==> config.mk <==
export PLATFORM = sky130hd
export DESIGN_NAME = gf_inv_sbox_pipe
export DESIGN_NICKNAME = d
export VERILOG_FILES = /design/src/rtl/gf_inv_sbox_pipe.sv
export SDC_FILE = /design/constraint.sdc
export NUM_CORES = 1
export LEC_CHECK = 0
export ABC_CLOCK_PERIOD_IN_PS = 8870
export CAP_MARGIN = 20
export CORE_ASPECT_RATIO = 1.25
export CORE_MARGIN = 2
export CORE_UTILIZATION = 61
export CTS_CLUSTER_DIAMETER = 100
export DETAILED_ROUTE_END_ITERATION = 10
export PLACE_DENSITY = 0.92
export SLEW_MARGIN = 20
export SYNTH_ARGS = -nofsm -noshare
export SYNTH_HDL_FRONTEND = slang
export SYNTH_SLANG_ARGS = --single-unit
==> constraint.sdc <==
create_clock -name clk -period 8.87 [get_ports clk]
set_input_delay 1.3305 -clock clk [delete_from_list [all_inputs] [get_ports clk]]
set_output_delay 1.3305 -clock clk [all_outputs]
set_load 0.01 [all_outputs]
==> src/rtl/gf_inv_sbox_pipe.sv <==
// gf_inv_sbox_pipe: 3-stage AES S-box datapath (InvSubBytes by default), LANES bytes per
// transfer, valid/ready on both sides with a stall chain that leaves no bubble.
// The byte inverse is computed in a normal-basis tower GF(((2^2)^2)^2) built from
// [W^2,W], [Z^4,Z] and [Y^16,Y]; the basis-change matrices to and from the AES
// polynomial basis are derived at elaboration from the same tower arithmetic.
// Optional feature macro: SBOX_FWD_EN adds a `fwd` port that selects the forward S-box.
module gf_inv_sbox_pipe #(
   parameter int LANES = 4,
   parameter int TAG_W = 4
) (
   input  logic               clk,
   input  logic               rst_n,
   input  logic               in_valid,
   output logic               in_ready,
   input  logic [8*LANES-1:0] in_data,
   input  logic [TAG_W-1:0]   in_tag,
`ifdef SBOX_FWD_EN
   input  logic               fwd,
`endif
   output logic               out_valid,
   input  logic               out_ready,
   output logic [8*LANES-1:0] out_data,
   output logic [TAG_W-1:0]   out_tag,
   output logic               busy
);

   // GF(2^4) = GF(2^2)[Z]/(Z^2+Z+N), N = W^2 in the [W^2,W] basis
   localparam logic [1:0] N4 = 2'b10;

   // GF(2^2) normal-basis multiply ([W^2,W], W^2+W+1=0)
   function automatic logic [1:0] gf4_mul(input logic [1:0] a, input logic [1:0] b);
      logic e;
      e = (a[1] ^ a[0]) & (b[1] ^ b[0]);
      return {(a[1] & b[1]) ^ e, (a[0] & b[0]) ^ e};
   endfunction

   // squaring in a normal basis is a swap; in GF(2^2) it is also the inverse
   function automatic logic [1:0] gf4_sq(input logic [1:0] a);
      return {a[0], a[1]};
   endfunction

   function automatic logic [3:0] gf16_mul(input logic [3:0] a, input logic [3:0] b);
      logic [1:0] e;
      e = gf4_mul(gf4_mul(a[3:2] ^ a[1:0], b[3:2] ^ b[1:0]), N4);
      return {gf4_mul(a[3:2], b[3:2]) ^ e, gf4_mul(a[1:0], b[1:0]) ^ e};
   endfunction

   // inverse via norm: theta = ((hi^lo)^2*N + hi*lo)^-1, result {theta*lo, theta*hi}; inv(0)=0
   function automatic logic [3:0] gf16_inv(input logic [3:0] a);
      logic [1:0] th;
      th = gf4_sq(gf4_mul(gf4_sq(a[3:2] ^ a[1:0]), N4) ^ gf4_mul(a[3:2], a[1:0]));
      return {gf4_mul(th, a[1:0]), gf4_mul(th, a[3:2])};
   endfunction

   // first nu for which Y^2+Y+nu has no root in GF(2^4), i.e. is irreducible
   function automatic logic [3:0] find_nu();
      logic [3:0] nu;
      logic       found;
      logic       irred;
      nu    = 4'h0;
      found = 1'b0;
      for (int c = 1; c < 16; c++) begin
         irred = 1'b1;
         for (int t = 0; t < 16; t++)
            if ((gf16_mul(4'(t), 4'(t)) ^ 4'(t)) == 4'(c)) irred = 1'b0;
         if (irred && !found) begin
            nu    = 4'(c);
            found = 1'b1;
         end
      end
      return nu;
   endfunction

   localparam logic [3:0] NU = find_nu();

   // AES polynomial-basis multiply, only used to derive the basis matrices
   function automatic logic [7:0] gf256_mul(input logic [7:0] a, input logic [7:0] b);
      logic [7:0] p;
      logic [7:0] aa;
      p  = 8'h00;
      aa = a;
      for (int k = 0; k < 8; k++) begin
         if (b[k]) p = p ^ aa;
         aa = {aa[6:0], 1'b0} ^ (aa[7] ? 8'h1B : 8'h00);
      end
      return p;
   endfunction

   // a nonzero root r of r^2 + r = c in the AES field
   function automatic logic [7:0] find_root(input logic [7:0] c);
      logic [7:0] root;
      logic       found;
      root  = 8'h00;
      found = 1'b0;
      for (int i = 1; i < 256; i++)
         if (!found && ((gf256_mul(8'(i), 8'(i)) ^ 8'(i)) == c)) begin
            root  = 8'(i);
            found = 1'b1;
         end
      return root;
   endfunction

   function automatic logic [7:0] img4(input logic [1:0] b, input logic [7:0] w);
      return (b[1] ? gf256_mul(w, w) : 8'h00) ^ (b[0] ? w : 8'h00);
   endfunction

   function automatic logic [7:0] img16(input logic [3:0] a, input logic [7:0] w,
                                        input logic [7:0] z);
      logic [7:0] z2;
      z2 = gf256_mul(z, z);
      return gf256_mul(img4(a[3:2], w), gf256_mul(z2, z2)) ^ gf256_mul(img4(a[1:0], w), z);
   endfunction

   // columns k = AES-basis image of tower basis bit k
   function automatic logic [63:0] build_from(input logic [3:0] nu);
      logic [63:0] cols;
      logic [7:0]  w, z, y, y16, t;
      w   = find_root(8'h01);
      z   = find_root(img4(N4, w));
      y   = find_root(img16(nu, w, z));
      y16 = y;
      for (int s = 0; s < 4; s++) y16 = gf256_mul(y16, y16);
      cols = '0;
      for (int k = 0; k < 8; k++) begin
         t = 8'h01 << k;
         cols[8*k +: 8] = gf256_mul(img16(t[7:4], w, z), y16) ^ gf256_mul(img16(t[3:0], w, z), y);
      end
      return cols;
   endfunction

   // GF(2) matrix-vector product, matrix stored as 8 packed columns
   function automatic logic [7:0] mat_apply(input logic [63:0] cols, input logic [7:0] x);
      logic [7:0] r;
      r = 8'h00;
      for (int k = 0; k < 8; k++)
         if (x[k]) r = r ^ cols[8*k +: 8];
      return r;
   endfunction

   // inverse mapping found column by column: tower value whose image is AES bit j
   function automatic logic [63:0] build_to(input logic [63:0] from_cols);
      logic [63:0] cols;
      cols = '0;
      for (int j = 0; j < 8; j++)
         for (int t = 0; t < 256; t++)
            if (mat_apply(from_cols, 8'(t)) == (8'h01 << j)) cols[8*j +: 8] = 8'(t);
      return cols;
   endfunction

   localparam logic [63:0] FROM_T = build_from(NU);
   localparam logic [63:0] TO_T   = build_to(FROM_T);

   // x -> A^-1(x ^ 0x63), folded into rotations and the constant 0x05
   function automatic logic [7:0] inv_affine(input logic [7:0] x);
      return {x[6:0], x[7]} ^ {x[4:0], x[7:5]} ^ {x[1:0], x[7:2]} ^ 8'h05;
   endfunction

`ifdef SBOX_FWD_EN
   function automatic logic [7:0] fwd_affine(input logic [7:0] x);
      return x ^ {x[6:0], x[7]} ^ {x[5:0], x[7:6]} ^ {x[4:0], x[7:5]} ^ {x[3:0], x[7:4]} ^ 8'h63;
   endfunction
`endif

   // S2 per lane: invert the GF(2^4) norm of the tower element
   function automatic logic [3:0] norm_inv(input logic [7:0] g);
      logic [3:0] s;
      s = g[7:4] ^ g[3:0];
      return gf16_inv(gf16_mul(gf16_mul(s, s), NU) ^ gf16_mul(g[7:4], g[3:0]));
   endfunction

   // S3 per lane: conjugate times theta, then back to the AES basis
   function automatic logic [7:0] finish_lane(input logic [3:0] th, input logic [7:0] g);
      return mat_apply(FROM_T, {gf16_mul(th, g[3:0]), gf16_mul(th, g[7:4])});
   endfunction

   logic                ld1, ld2, ld3;
   logic                v1_q, v1_d, v2_q, v2_d, v3_q, v3_d;
   logic [8*LANES-1:0]  s1_data_q, s1_data_d;
   logic [TAG_W-1:0]    s1_tag_q, s1_tag_d;
   logic [4*LANES-1:0]  s2_theta_q, s2_theta_d;
   logic [8*LANES-1:0]  s2_g_q, s2_g_d;
   logic [TAG_W-1:0]    s2_tag_q, s2_tag_d;
   logic [8*LANES-1:0]  out_data_q, out_data_d;
   logic [TAG_W-1:0]    out_tag_q, out_tag_d;
`ifdef SBOX_FWD_EN
   logic                s1_fwd_q, s1_fwd_d, s2_fwd_q, s2_fwd_d;
`endif

   // stall chain and next-state for every stage
   always_comb begin
      // NOTE: every variable gets a default before any condition, so no latch is inferred
      ld3        = ~v3_q | out_ready;
      ld2        = ~v2_q | ld3;
      ld1        = ~v1_q | ld2;
      v1_d       = ld1 ? in_valid : v1_q;
      v2_d       = ld2 ? v1_q : v2_q;
      v3_d       = ld3 ? v2_q : v3_q;
      s1_data_d  = s1_data_q;
      s1_tag_d   = s1_tag_q;
      s2_theta_d = s2_theta_q;
      s2_g_d     = s2_g_q;
      s2_tag_d   = s2_tag_q;
      out_data_d = out_data_q;
      out_tag_d  = out_tag_q;
`ifdef SBOX_FWD_EN
      s1_fwd_d   = s1_fwd_q;
      s2_fwd_d   = s2_fwd_q;
`endif
      if (ld1 && in_valid) begin
         s1_tag_d = in_tag;
         for (int i = 0; i < LANES; i++) begin
`ifdef SBOX_FWD_EN
            s1_data_d[8*i +: 8] = mat_apply(TO_T, fwd ? in_data[8*i +: 8]
                                                       : inv_affine(in_data[8*i +: 8]));
`else
            s1_data_d[8*i +: 8] = mat_apply(TO_T, inv_affine(in_data[8*i +: 8]));
`endif
         end
`ifdef SBOX_FWD_EN
         s1_fwd_d = fwd;
`endif
      end
      if (ld2 && v1_q) begin
         s2_g_d   = s1_data_q;
         s2_tag_d = s1_tag_q;
         for (int i = 0; i < LANES; i++)
            s2_theta_d[4*i +: 4] = norm_inv(s1_data_q[8*i +: 8]);
`ifdef SBOX_FWD_EN
         s2_fwd_d = s1_fwd_q;
`endif
      end
      if (ld3 && v2_q) begin
         out_tag_d = s2_tag_q;
         for (int i = 0; i < LANES; i++) begin
`ifdef SBOX_FWD_EN
            out_data_d[8*i +: 8] = s2_fwd_q
                                 ? fwd_affine(finish_lane(s2_theta_q[4*i +: 4], s2_g_q[8*i +: 8]))
                                 : finish_lane(s2_theta_q[4*i +: 4], s2_g_q[8*i +: 8]);
`else
            out_data_d[8*i +: 8] = finish_lane(s2_theta_q[4*i +: 4], s2_g_q[8*i +: 8]);
`endif
         end
      end
   end

   // valid bits and visible outputs: cleared by reset
   always_ff @(posedge clk or negedge rst_n) begin
      // NOTE: sequential state uses non-blocking assignments so all flops update together
      if (!rst_n) begin
         v1_q       <= 1'b0;
         v2_q       <= 1'b0;
         v3_q       <= 1'b0;
         out_data_q <= '0;
         out_tag_q  <= '0;
      end else begin
         v1_q       <= v1_d;
         v2_q       <= v2_d;
         v3_q       <= v3_d;
         out_data_q <= out_data_d;
         out_tag_q  <= out_tag_d;
      end
   end

   // interior datapath registers
   always_ff @(posedge clk) begin
      // NOTE: these are only ever read behind a valid bit, so they carry no reset
      s1_data_q  <= s1_data_d;
      s1_tag_q   <= s1_tag_d;
      s2_theta_q <= s2_theta_d;
      s2_g_q     <= s2_g_d;
      s2_tag_q   <= s2_tag_d;
`ifdef SBOX_FWD_EN
      s1_fwd_q   <= s1_fwd_d;
      s2_fwd_q   <= s2_fwd_d;
`endif
   end

   assign in_ready  = ld1;
   assign out_valid = v3_q;
   assign out_data  = out_data_q;
   assign out_tag   = out_tag_q;
   assign busy      = v1_q | v2_q | v3_q;

endmodule

* Word level (Yosys, flattened, before mapping)
Cells that the tools add are included.
** Word-level totals
- Flip-flop bits (word level) :: 127
- Output and inout bits :: 39
- Logic and storage cells :: 701
- Input port bits :: 40
** Operators by class
- Multiplexer cells :: 120
- Reductions and logical operators :: 3
- Bitwise gates (word level) :: 568
** Operators by type and width (number)
- 8-bit 2-to-1 mux :: 96
- 1-bit XOR :: 268
- 1-bit bitwise AND :: 144
- 2-bit XOR :: 72
- 4-bit NOT :: 28
- 7-bit 2-to-1 mux :: 12
- 8-bit XOR :: 8
- 6-bit NOT :: 8
- 5-bit 2-to-1 mux :: 8
- 5-bit NOT :: 8
- 4-bit XOR :: 8
- 6-bit 2-to-1 mux :: 4
- 2-bit NOT :: 12
- 3-bit NOT :: 4
- 1-bit bitwise OR :: 5
- 1-bit logical AND :: 3
- 1-bit NOT :: 3

* Logic depth before layout (Yosys ltp)
- Word-level depth :: 29
- Gate-level depth with buffers :: 12
- Mapped depth without buffers :: 12

* Worst setup path before layout
Ideal clock, no wire load.
- Path kind :: register to register
- Start point :: reg s1_data_q[25]
- End point :: reg s2_theta_q[12], data pin
- Buffers on the path :: 0
- Stages on the path, launching flop included :: 13
- Setup slack :: 5.611 ns
- Period minus slack after synthesis :: 3.259 ns
- Arrival :: 2.993 ns
- Required time :: 8.605 ns
- Library setup time :: 0.265 ns
- Path through :: edfxtp_1 ha_1 xor2_1 xnor2_1 xnor2_1 xor2_1 ha_1 xor2_1 xnor2_1 xnor2_1 and3_1 o21ai_0 o21ai_0
** On the way
- Longest elaborated chain between the ends :: 21
- Elaborated cells on any way between the ends :: 51
- Those cells by class :: bitwise: 51
** Ends and longest elaborated chain
- start, declared :: line 178 : logic [8*LANES-1:0] s1_data_q, s1_data_d;
- start signal, assigned :: line 267 : s1_data_q <= s1_data_d;
- 4-bit XOR :: line 167 : s = g[7:4] ^ g[3:0];
- 2-bit XOR :: line 44 : e = gf4_mul(gf4_mul(a[3:2] ^ a[1:0], b[3:2] ^ b[1:0]), N4);
- 1-bit XOR :: line 33 : e = (a[1] ^ a[0]) & (b[1] ^ b[0]);
- 1-bit XOR :: line 34 : return {(a[1] & b[1]) ^ e, (a[0] & b[0]) ^ e};
- 1-bit XOR :: line 33
- 1-bit XOR :: line 34
- 2-bit XOR :: line 45 : return {gf4_mul(a[3:2], b[3:2]) ^ e, gf4_mul(a[1:0], b[1:0]) ^ e};
- 2-bit XOR :: line 44
- (+5 left out)
- 4-bit XOR (*) :: line 168 : return gf16_inv(gf16_mul(gf16_mul(s, s), NU) ^ gf16_mul(g[7:4], g[3:0]));
- 1-bit XOR or 2-bit XOR (tied branches) :: line 33, 51
- 1-bit bitwise AND or 1-bit XOR (tied branches) :: line 33
- 1-bit XOR :: line 34
- 2-bit XOR :: line 51 : th = gf4_sq(gf4_mul(gf4_sq(a[3:2] ^ a[1:0]), N4) ^ gf4_mul(a[3:2], a[1:0]));
- 1-bit XOR :: line 33
- 1-bit bitwise AND :: line 33
- 1-bit XOR (*) :: line 34
- end signal, assigned :: line 269 : s2_theta_q <= s2_theta_d;
- end, declared :: line 180 : logic [4*LANES-1:0] s2_theta_q, s2_theta_d;
Mark *: on every way between the ends. The rest lies on a longest branch, timed or not.
A chain may end at the register's enable or synchronous reset.

* Final worst setup path
- Start point :: in out_ready
- End point :: out in_ready
** On the way
- Longest elaborated chain between the ends :: 3
** Ends and longest elaborated chain
- start, declared :: line 21 : input logic out_ready,
- 1-bit bitwise OR :: line 192 : ld3 = ~v3_q | out_ready;
- 1-bit bitwise OR :: line 193 : ld2 = ~v2_q | ld3;
- 1-bit bitwise OR :: line 194 : ld1 = ~v1_q | ld2;
- end, declared :: line 14 : output logic in_ready,
No other way between the ends.

==> results by group <==
Cells and area
  • Ant diodes: 0
  • Area growth from synthesis to layout: 15.2%
  • Share of cells above drive strength 1: 10.4%
  • NumNets Final: just over 1000

Clock tree
  • H-tree Lvls: 4
  • Sink Count: between 100 and 150
  • CTS tree: built
  • Clock Path Buffers: 2
  • Worst-Skew Late Latency: 0.43 ns
  • Clock slew at reported path FFs: 0.06 ns
  • # Post-CTS Setup Buffers: 0
  • Root Buffer Master: clkbuf_16
  • CTS resizes: 0
  • Total clock buffers created by CTS: 17
  • CTS Hold Bufs: 0

Floorplan
  • Core Region: 15600 sq um
  • Initial Util: 62.5%
  • Top Ports: 79
  • Die area: 17000 sq um
  • Num rows: ~50
  • Die Y: 145 microns
  • Die width: 117 microns

Job
  • Maxcap violations: 0

Setup path
  • Worst endpoint data arrival time: 2.57 ns
  • CP endpoint kind: output port
  • CP startpoint kind: input port
  • CP required: roughly 7.5 ns
  • Crit-path max FO: 3
  • Crit path kind: in -> out

Timing
  • TNS Setup: 0 ns
  • Post-route minimum period: about 4 ns
  • Min setup slack post-route: 4.97 ns
  • Fin crit share: between 40% and 50%
  • Slew @ Worst Pin: 0.933 ns
  • Final Hold Viols: 0
  • Final setup fails: 0
  • Relative slew margins: 37.8%
  • RSZ-0062 raised after global routing: no
  • Worst Skew: 0.0101 ns
  • Final Slew Violations: 0
  • Max Fclk: 0.256 GHz

Synth
  • Post-synth top area cell: edfxtp_1
  • Count of different cell masters after synthesis: 48
  • Synth Warn #: 0
  • Post-synth ARST share: 30.7%
  • Cells after synthesis: 898
  • FF+latch count, synth: 127
  • Ranking of synthesized cells by area: edfxtp_1 27%, xnor2_1 18%, dfrtp_1 10%
  • Synthesized area: 9730 sq um
  • Sequential share of the synthesized area: a little under two fifths
  • Mapped Nets: 962
  • Post-Syn Area per Cell: 10.8 sq um
  • Post-synth top area share: between 20% and 30%
  • Main synth FF type: edfxtp_1
  • Post-synth EDFFs: 88

Min path
  • Worst hold-check path type: reg -> reg

Global route
  • Largest net degree at the start of global routing: 65
  • First-pass GRT wire length: 31100 microns
  • Vias in the first global route: 6837
  • Gr ovfl total: 0
  • Antenna violations before repair: 0
  • GRT Util Overall: 22.9%

Detailed routing
  • Residual DRC: 0
  • Drt first-iter violations: 444
  • Final antenna-violating net count: 0
  • Final wirelength: about 19000 microns
  • Pre-Repair DR Iteration Count: 4
  • Vias per cell: approximately 5.6
  • Via count: roughly 6700
  • WL/cell: 15.6 microns

Placed design
  • Routability Congestion: 0.851
  • Port bufs: 78
  • Pre-CTS setup slack: between 5 and 6 ns
  • Placed wire-length estimate: 13700 microns

Outcome
  • Run status: finished clean
-- path summary, 6_finish.rpt --
kind | slack (ns) | endpoint | cells after the start | startpoint
hold reg to reg | 0.42 | s2_tag_q[0]$_DFFE_PP_ | 0 | s1_tag_q[0]$_DFFE_PP_
max in group asynchronous | 7.26 | out_tag[0]$_DFFE_PN0P_ | 1 | rst_n
min in group asynchronous | 1.04 | out_data[20]$_DFFE_PN0P_ | 1 | rst_n
hold / removal | 0.42 | s2_tag_q[0]$_DFFE_PP_ | 0 | s1_tag_q[0]$_DFFE_PP_
setup / recovery | 4.97 | in_ready | 4 | out_ready
setup reg to reg | 5.20 | s2_theta_q[1]$_DFFE_PP_ | 11 | s1_data_q[2]$_DFFE_PP_
-- registers in the layout, summed over array words and instances, names as in the netlist --
name / flops
out_data: 32
s1_data_q: 32
s2_g_q: 32
s2_theta_q: 16
out_tag: 4
s1_tag_q: 4
s2_tag_q: 4
out_valid: 1
v1_q: 1
v2_q: 1
-- logic make-up after synthesis --
| kind of cell | synth area share, % |
|---|---|
| compound gates | 9.20 |
| buf+inv | 1.85 |
| fa+ha+maj | 3.09 |
| simple gates | 8.24 |
| flops | 37.2 |
| mux | 5.69 |
| xor+xnor | 34.7 |
-- Yosys cell counts (all sizes together) (2+ instances only) --
library cell / instances
xnor2: 229
xor2: 112
edfxtp: 88
o21ai: 74
nand2: 57
nor2: 54
dfrtp: 39
mux2: 35
nand2b: 28
ha: 24
buf: 16
mux2i: 16
a22o: 14
a21oi: 13
a22oi: 12
inv: 10
clkbuf: 8
nand3: 8
xnor3: 7
nor3: 6
a31oi: 5
nor2b: 5
o211ai: 5
or3: 5
a211oi: 4
and3: 4
a32oi: 3
o22ai: 3
or3b: 3
and2: 2
o2bb2ai: 2
-- routing by layer --
metal / GRT usage, % / wire, microns / vias to the layer above
met2: 41.9 / 10400 / 168
met4: 8.94 / 420 / 0
met5: 0 / 0 / -
li1: - / - / 3244
met3: 5.10 / 854 / 35
met1: 25.0 / 7060 / 3229
-- through the flow --
step / hold WS (ns) / utilization, % / cell area (sq um) / instances
floorplan: 0.400 / - / 9730 / 898
global placement: 0.402 / 68.4 / 10600 / 1165
detailed placement: 0.409 / 68.4 / 10600 / 1165
CTS: 0.422 / 72.0 / 11200 / 1197
global route: 0.437 / 72.0 / 11200 / 1197
finish: 0.421 / 72.0 / 11200 / 1197
-- critical path, stage by stage --
cell	delay, ns
clkdlybuf4s50_1	0.43
nor2b_1	0.18
nand3_1	0.14
clkdlybuf4s50_1	0.50
-- cell usage in the layout (no fill, tap or decap), types with 3 or more instances in the layout --
cell type / count
xnor3_1: 6
clkbuf_16: 17
nand2b_1: 28
or3b_2: 3
a21oi_1: 13
inv_1: 10
clkinv_1: 3
or3_1: 5
ha_1: 24
xnor2_1: 204
xnor2_2: 22
nor2_1: 54
a22oi_1: 12
clkbuf_1: 5
nand2_1: 56
nor2b_1: 5
xnor2_4: 3
a31oi_2: 3
a211oi_1: 4
xor2_1: 110
mux2_2: 35
nor3_1: 6
clkdlybuf4s50_1: 77
mux2i_1: 16
nand3_1: 8
o211ai_1: 5
o21ai_1: 6
a22o_1: 14
o21ai_0: 68
dfrtp_1: 39
edfxtp_1: 88
and3_1: 4
-- area by class of cell --
| type | instances | area (sq um) |
|---|---|---|
| well taps | 212 | 265 |
| flip-flops and latches | 127 | 3620 |
| multi-input cells | 737 | 5940 |
| inverters | 10 | 37.5 |
| clock inverters | 8 | 88.8 |
| fillers | 1027 | 4360 |
| clock buffers | 24 | 472 |
| repair buffers | 79 | 783 |
Power is left out: the tool's default activity adds up to more than one toggle a clock period on the data nets, which glitch-free logic cannot reach.
